**src/rtl/pipe_arith_pkg.sv**
```systemverilog
// Shared definitions for the pipelined chunked arithmetic blocks.
//   stage_sb_t   : side-band that travels with each transaction through the
//                  stage registers (valid, subtract flag, saturate flag, carry)
//   chunk_width  : per-stage chunk width for an M-bit datapath split STAGES ways
//   cfg_ok       : legality of an (M, STAGES) pair, checked at elaboration
package pipe_arith_pkg;

  typedef struct packed {
    logic valid;
    logic sub;
    logic sat;
    logic carry;
  } stage_sb_t;

  function automatic int chunk_width(input int m, input int stages);
    return m / stages;
  endfunction

  function automatic bit cfg_ok(input int m, input int stages);
    int cw;
    if (stages < 1 || stages > m / 4 || m % stages != 0) return 1'b0;
    cw = m / stages;
    return (cw == 4) || (cw == 8) || (cw == 16) || (cw == 32);
  endfunction

endpackage

```
**src/rtl/cla_add_sub.sv**
```systemverilog
// Generic W-bit carry-lookahead adder-subtractor (parallel-prefix carries).
//   a, b   : operands
//   sub    : 1 = a - b (b inverted, carry-in inverted)
//   cin    : carry-in
//   s      : sum/difference
//   cout   : carry out of bit W-1
//   c_msb  : carry into bit W-1 (for signed overflow)
module cla_add_sub #(
  parameter int W = 8
) (
  input  logic [W-1:0] a,
  input  logic [W-1:0] b,
  input  logic         sub,
  input  logic         cin,
  output logic [W-1:0] s,
  output logic         cout,
  output logic         c_msb
);

  logic [W-1:0] bb, g, p, gk, pk, gn, pn, c;
  logic         ci;

  // Kogge-Stone prefix: after the loop gk[i] is the group generate of
  // bits [i:0] with the carry-in folded into bit 0, i.e. the carry into i+1.
  always_comb begin
    bb = b ^ {W{sub}};
    ci = cin ^ sub;
    g  = a & bb;
    p  = a ^ bb;
    gk = g;
    pk = p;
    gk[0] = g[0] | (p[0] & ci);
    for (int d = 1; d < W; d = d * 2) begin
      gn = gk;
      pn = pk;
      for (int i = d; i < W; i++) begin
        gn[i] = gk[i] | (pk[i] & gk[i-d]);
        pn[i] = pk[i] & pk[i-d];
      end
      gk = gn;
      pk = pn;
    end
    c     = {gk[W-2:0], ci};
    s     = p ^ c;
    cout  = gk[W-1];
    c_msb = c[W-1];
  end

endmodule

```
**src/rtl/pipe_cla_stage.sv**
```systemverilog
// One pipeline stage of the chunked adder: CW-bit CLA chunk add plus the
// stage register for the chunk sum and the side-band.
//   adv    : pipeline advance enable
//   a, b   : aligned operand chunks (b already conditionally inverted)
//   sb_in  : incoming side-band; sb_in.carry is this chunk's carry-in
//   sb_q   : registered side-band; sb_q.carry is this chunk's carry-out
//   sum_q  : registered chunk sum
//   c_msb  : combinational carry into the chunk MSB (overflow detection)
module pipe_cla_stage import pipe_arith_pkg::*; #(
  parameter int CW = 8
) (
  input  logic          clk,
  input  logic          rst_n,
  input  logic          adv,
  input  logic [CW-1:0] a,
  input  logic [CW-1:0] b,
  input  stage_sb_t     sb_in,
  output stage_sb_t     sb_q,
  output logic [CW-1:0] sum_q,
  output logic          c_msb
);

  logic [CW-1:0] sum;
  logic          c_out;

  cla_add_sub #(.W(CW)) u_cla (
    .a(a), .b(b), .sub(1'b0), .cin(sb_in.carry),
    .s(sum), .cout(c_out), .c_msb(c_msb)
  );

  // Payload only loads for real transactions so bubbles leave it untouched.
  always_ff @(posedge clk or negedge rst_n) begin
    if (!rst_n) begin
      sb_q  <= '0;
      sum_q <= '0;
    end else if (adv) begin
      sb_q.valid <= sb_in.valid;
      if (sb_in.valid) begin
        sb_q.sub   <= sb_in.sub;
        sb_q.sat   <= sb_in.sat;
        sb_q.carry <= c_out;
        sum_q      <= sum;
      end
    end
  end

endmodule

```
**src/rtl/pipe_cla_add_sub.sv**
```systemverilog
// Pipelined two's-complement adder-subtractor with valid/ready handshake.
// The M-bit add is cut into STAGES chunks of CW bits; chunk k is added in
// stage k. Operand chunks are skewed by k registers, chunk results de-skewed
// by STAGES-1-k registers, so every result sees exactly STAGES registers.
// Optional macro PIPE_ADD_SUB_SAT_EN adds input sat (signed saturation).
//   clk, rst_n           : clock, async active-low reset
//   in_valid / in_ready  : operand handshake (in_ready = advance)
//   sub, cin, x, y       : op select (1 = x - y), carry-in, operands
//   out_valid / out_ready: result handshake
//   out, cout, v         : result, carry/borrow-out, signed overflow
module pipe_cla_add_sub import pipe_arith_pkg::*; #(
  parameter int M      = 32,
  parameter int STAGES = 4
) (
  input  logic         clk,
  input  logic         rst_n,
  input  logic         in_valid,
  output logic         in_ready,
  input  logic         sub,
  input  logic         cin,
`ifdef PIPE_ADD_SUB_SAT_EN
  input  logic         sat,
`endif
  input  logic [M-1:0] x,
  input  logic [M-1:0] y,
  output logic         out_valid,
  input  logic         out_ready,
  output logic [M-1:0] out,
  output logic         cout,
  output logic         v
);

  localparam int CW = chunk_width(M, STAGES);

  if (!cfg_ok(M, STAGES)) begin : g_bad_cfg
    $error("pipe_cla_add_sub: M must split into STAGES chunks of 4/8/16/32 bits");
  end

  logic                       adv, sat_in, sat_hit, msb_cq, xmsb_q;
  logic [M-1:0]               yi;
  stage_sb_t [STAGES:0]       sb_pipe;
  logic [STAGES:0]            vld_pipe;
  logic [STAGES-1:0][CW-1:0]  res;

  assign adv       = out_ready | ~out_valid;
  assign in_ready  = adv;
  assign out_valid = vld_pipe[STAGES];

`ifdef PIPE_ADD_SUB_SAT_EN
  assign sat_in = sat;
`else
  assign sat_in = 1'b0;
`endif

  assign yi         = y ^ {M{sub}};
  assign sb_pipe[0] = '{valid: in_valid, sub: sub, sat: sat_in, carry: cin ^ sub};

  for (genvar k = 0; k <= STAGES; k++) begin : g_vld
    assign vld_pipe[k] = sb_pipe[k].valid;
  end

  for (genvar k = 0; k < STAGES; k++) begin : g_chunk
    localparam int D = STAGES - 1 - k;
    logic [CW-1:0] xa, ya, sum_q;
    logic          cm;

    // Operand skew: level j loads alongside the transaction at depth j.
    if (k == 0) begin : g_noskew
      assign xa = x[CW-1:0];
      assign ya = yi[CW-1:0];
    end else begin : g_skew
      logic [k-1:0][CW-1:0] xr, yr;
      always_ff @(posedge clk or negedge rst_n) begin
        if (!rst_n) begin
          xr <= '0;
          yr <= '0;
        end else begin
          if (adv & vld_pipe[0]) begin
            xr[0] <= x[k*CW +: CW];
            yr[0] <= yi[k*CW +: CW];
          end
          for (int j = 1; j < k; j++)
            if (adv & vld_pipe[j]) begin
              xr[j] <= xr[j-1];
              yr[j] <= yr[j-1];
            end
        end
      end
      assign xa = xr[k-1];
      assign ya = yr[k-1];
    end

    pipe_cla_stage #(.CW(CW)) u_stage (
      .clk(clk), .rst_n(rst_n), .adv(adv),
      .a(xa), .b(ya),
      .sb_in(sb_pipe[k]), .sb_q(sb_pipe[k+1]),
      .sum_q(sum_q), .c_msb(cm)
    );

    // Result de-skew: the last level loads with the final stage so out
    // holds across bubbles together with cout/v.
    if (D == 0) begin : g_nodsk
      assign res[k] = sum_q;
    end else begin : g_dsk
      logic [D-1:0][CW-1:0] dr;
      always_ff @(posedge clk or negedge rst_n) begin
        if (!rst_n) begin
          dr <= '0;
        end else begin
          if (adv & vld_pipe[k+1]) dr[0] <= sum_q;
          for (int j = 1; j < D; j++)
            if (adv & vld_pipe[k+1+j]) dr[j] <= dr[j-1];
        end
      end
      assign res[k] = dr[D-1];
    end

    // Top chunk also captures the MSB carry-in and x sign for v/saturation.
    if (k == STAGES - 1) begin : g_last
      always_ff @(posedge clk or negedge rst_n) begin
        if (!rst_n) begin
          msb_cq <= 1'b0;
          xmsb_q <= 1'b0;
        end else if (adv & vld_pipe[k]) begin
          msb_cq <= cm;
          xmsb_q <= xa[CW-1];
        end
      end
    end else begin : g_mid
      logic unused_cm;
      assign unused_cm = cm;
    end
  end

  assign cout    = sb_pipe[STAGES].carry ^ sb_pipe[STAGES].sub;
  assign v       = msb_cq ^ sb_pipe[STAGES].carry;
  assign sat_hit = sb_pipe[STAGES].sat & v;
  assign out     = sat_hit ? (xmsb_q ? {1'b1, {(M-1){1'b0}}} : {1'b0, {(M-1){1'b1}}})
                           : res;

endmodule

```
**config.mk**
```make
export PLATFORM = sky130hd
export DESIGN_NAME = pipe_cla_add_sub
export DESIGN_NICKNAME = d
export VERILOG_FILES = /design/src/rtl/pipe_arith_pkg.sv /design/src/rtl/cla_add_sub.sv /design/src/rtl/pipe_cla_stage.sv /design/src/rtl/pipe_cla_add_sub.sv
export SDC_FILE = /design/constraint.sdc
export NUM_CORES = 1
export LEC_CHECK = 0
export BUFFER_PORTS_ARGS = -buffer_cell sky130_fd_sc_hd__buf_2
export CORE_MARGIN = 2
export CORE_UTILIZATION = 61
export CTS_BUF_LIST = sky130_fd_sc_hd__clkbuf_8
export DETAILED_ROUTE_END_ITERATION = 8
export PLACE_DENSITY = 0.83
export SYNTH_ARGS = -nofsm -noshare
export SYNTH_HDL_FRONTEND = slang
export SYNTH_SLANG_ARGS = --single-unit
```
**constraint.sdc**
```tcl
create_clock -name clk -period 4.3 [get_ports clk]
set_input_delay 1.075 -clock clk [delete_from_list [all_inputs] [get_ports clk]]
set_output_delay 1.075 -clock clk [all_outputs]
set_load 0.01 [all_outputs]
```
==> parameters.txt <==
Parameter                              Value

CTS
  TritonCTS clock tree    built
  Number of sinks handled by clock tree synthesis    around 190
  Number of buffers inserted to repair setup after CTS    0
  Number of resized instances in the post-cts repair step    0
  Clock transition at the register clock pins on the worst setup and hold paths after CTS    ~0.090 ns
  CTS H-tree lvls    4
  Cts bufs inserted    17
  Clk root buf    clkbuf_8
  Insertion delay of the later-clocked pin in the worst-skew pair    ~0.48 ns
  Number of hold buffers added after cts    0
  Deepest clock path buffer count    2

Global route
  Tot GR Track Use    between 20 and 25%
  Wire length of the first global-routing pass    26,400 um
  Met3 demand-to-capacity share in global routing    under 10%
  Maximum number of pins on one net before global-route repair    about 110
  Overall overflow remaining after global route    0
  Met1 track demand over resource    between 30% and 40%
  Vias in the first global route    5,468
  GR Util met2    between 30% and 40%
  Most used routing layer    met2
  Initial antenna violation count    0

Cells and area
  Fill count    about 980
  Count of inserted antenna diode cells    0
  Post-route design area    between 9000 and 10,000 sq um
  Layout net count    between 800 and 900
  Layout Area Growth over Synthesis    11.2%
  Final cell count without fillers    954
  Layout cells sized above 1    36.6%
  Final core area utilization    a little over two thirds

Die
  Total I/O pin count    106
  Std cell rows    43
  Initial standard-cell utilization of the core    62.5%
  Area of the placeable core    roughly 14,000 sq um
  Die Wd    123 um
  Die outline height    about 120 um
  Die Outline Area    approximately 15,000 sq um

Timing
  Clock Skews    ~0.015 ns
  Worst Max-Slew Pin Slew    between 1 and 1.5 ns
  Setup Viol. Count Final    0
  Max Freq    ~0.32 GHz
  RSZ-0062 raised after global routing    no
  Share of the cycle needed by the critical path after routing    between 70% and 80%
  Relative max-transition margin    31.7%
  Final Hold Fails    0
  Number of pins exceeding their max-slew limit in the final report    0
  Setup TNS    0 ns
  Setup WS post-layout    approximately 1.1 ns
  Final Critical Period    around 3.2 ns

Power and ir drop
  Maximum resistive drop on vdd    between 0.3 and 0.4 mV
  PD cells    around 750 nW/um^2
  Reported leakage power    between 0.004 and 0.005 uW

Worst setup path
  Worst Path Required    around 4.6 ns
  CP endpoint kind    flip-flop
  Highest-delay cell along the critical path    fa_1
  Critical Path, Cell by Cell    buf_2, xor2_1, fa_1, fa_1, a21oi_1, o21ai_1, a311o_1, a21oi_1, o21ai_0
  Worst setup path class    in -> reg
  Max FO, Critical Path    15
  Gate family responsible for the most delay along the worst path    compound AO/OA/AOI/OAI gates
  Data arrival at the endpoint of the critical path    between 3 and 4 ns
  Startpoint types    input pin
  Largest stage delay on the critical path    0.47 ns
  Number of buffer and inverter stages on the critical path    1

Yosys
  Sequential element share of the synthesized area    54.5%
  Post-synthesis net count    slightly below 800
  Yosys Warn Count    0
  Gate Count Post-Synth    675
  Number of synthesized register bits    ~190
  Post-synthesis instance area    around 8700 sq um
  Area share of the leading cell type in the synthesized netlist    about 54%
  Count of distinct cell types in the synthesized netlist    35
  Biggest area consumer among synthesized cells    dfrtp_1
  Most area-consuming cells after synthesis    dfrtp_1 (54%), mux2_2 (15%), ha_1 (4.0%)
  Synthesized area per cell    around 13 sq um

Routing
  WL per Instance    16.8 um
  WL final    about 16,000 um
  Routed via count    around 5,300
  DRC violation count after routing    0
  First-pass iteration count of the detailed router    4
  Post-route antenna net violation count    0
  Routed vias/inst    roughly 5.6
  Violation count after the first detailed-route iteration    between 300 and 400

Placed design
  IO Port Bufs    about 110
  Cell Area, Placed    slightly above 9000 sq um
  Placed cell count    ~920
  DP Worst Slack    between 0.6 and 0.7 ns
  HPWL Detailed    11,100 um
  Placer's final routability congestion estimate    just over 0.8

Flow run
  Count of max-cap constraint violations    0

Hold path
  Hold/Removal Path Class    reg -> reg

Run status
  Outcome    finished clean
-- logic make-up (layout without fill, tap and decap cells) --
logic type | count (synthesis) | count (layout) | share of synthesized area, %
flops | 189 | 189 | 54.5
xor+xnor | 55 | 55 | 5.55
simple gates | 95 | 95 | 4.67
compound gates | 112 | 112 | 7.68
buf+inv | 58 | 157 | 4.15
mux | 130 | 130 | 17.6
fa+ha+maj | 36 | 36 | 5.88
-- per-layer routing --
| layer | vias up | share of wire (%) |
|---|---|---|
| li1 | 2501 | - |
| met1 | 2652 | 46 |
| met2 | 125 | 48 |
| met3 | 27 | 4.1 |
| met4 | 0 | 2.2 |
| met5 | - | 0 |
-- area by class of cell --
| cell class | instances | area [sq um] | area share (%) |
|---|---|---|---|
| sequential | 189 | 4730 | 49.0 |
| multi-input combinational | 428 | 3600 | 37.3 |
| timing repair buffer | 113 | 607 | 6.29 |
| clock buffer | 19 | 262 | 2.71 |
| tap | 180 | 225 | 2.33 |
| clock inverter | 13 | 185 | 1.92 |
| inverter | 12 | 45.0 | 0.467 |
-- worst reg2reg max path, cell delays in order (launching register included) --
cell and delay, ns:
dfrtp_1 0.41, fa_1 0.51, fa_1 0.43, a21oi_1 0.22, o211ai_1 0.13, a21oi_1 0.23
xor2_1 0.16, o21ai_0 0.10
-- layout by cell type, fill, tap and decap left out, types with 2 or more instances in the layout --
master      synthesis  final
o2111ai_1           2      2
dfrtp_1           189    189
nand3_1             4      4
nand2_1            58     57
fa_1                8      8
o21ai_1             5      5
inv_6               0      4
nand2b_1            6      6
mux2_4             16     16
a21oi_1            18     18
xnor2_1            28     28
nand2_2             3      3
clkinv_2            0      3
and2_1              3      3
inv_1              12     12
a41o_1              2      2
clkinvlp_4          0      2
a211oi_1            6      6
mux2_2            114    114
clkbuf_8            0     20
o31ai_2             4      4
a21o_1              4      4
bufinv_16           0      4
o21bai_1            4      4
nor2b_1             2      2
ha_1               28     28
xor2_1             27     27
nor2_1             12     12
o31ai_1             3      3
o21ai_0            57     57
buf_2               9    104
o21a_1              2      2
a31oi_1             3      3
buf_4              29      7
nor3_1              7      7
-- worst paths after layout --
kind                                              from                     endpoint  slack (ns)  depth (start not counted)
max in group asynchronous                        rst_n      g_chunk[1].g_skew.yr[0]        2.65                          2
min                        g_chunk[2].u_stage.sum_q[1]  g_chunk[2].u_stage.sum_q[1]        0.48                          2
max reg2reg                           g_chunk[3].xa[0]  g_chunk[3].u_stage.sum_q[6]        1.96                          7
min reg2reg                g_chunk[2].u_stage.sum_q[1]  g_chunk[2].u_stage.sum_q[1]        0.48                          2
min in group asynchronous                        rst_n             g_chunk[2].ya[2]        0.66                          1
max                                                sub   g_chunk[0].u_stage.sb_q[0]        1.15                          9
-- flip-flops by register name, indices dropped and copies added (netlist names) --
signal                 flops
g_chunk.ya                16
msb_cq                     1
g_chunk.xa                16
g_chunk.u_stage.sum_q     32
g_chunk.g_dsk.dr          48
g_chunk.g_skew.xr         32
g_chunk.g_skew.yr         32
g_chunk.u_stage.sb_q      12
-- synthesized netlist by cell type (all sizes together) --
library cell	instances
a41o	2
clkbuf	4
o21ai	62
nor3	7
a21o	4
nand2b	6
o21bai	4
xor2	27
a311o	1
nor2b	2
nor2	12
nand2	61
o211ai	1
a31oi	3
mux2	130
o21a	2
ha	28
xnor2	28
o2111ai	2
nand3	4
a21oi	18
and2	3
fa	8
buf	42
o31ai	7
inv	12
dfrtp	189
a211oi	6
-- power breakdown --
| part | leakage, uW | switching, uW | internal, uW |
|---|---|---|---|
| sequential | 0.00228 | 474 | 2570 |
| clock | 0.000223 | 628 | 668 |
| combinational | 0.00202 | 1430 | 1490 |
| total | 0.00453 | 2530 | 4730 |
-- stage by stage --
step | hold slack [ns] | total power, uW
2_1_floorplan | 0.445 | 5290
3_3_place_gp | 0.458 | 5780
3_5_place_dp | 0.467 | 5980
4_1_cts | 0.486 | 7300
5_1_grt | 0.513 | 7770
6_report | 0.480 | 7260
No activity file was read; power rests on OpenSTA's default activity.
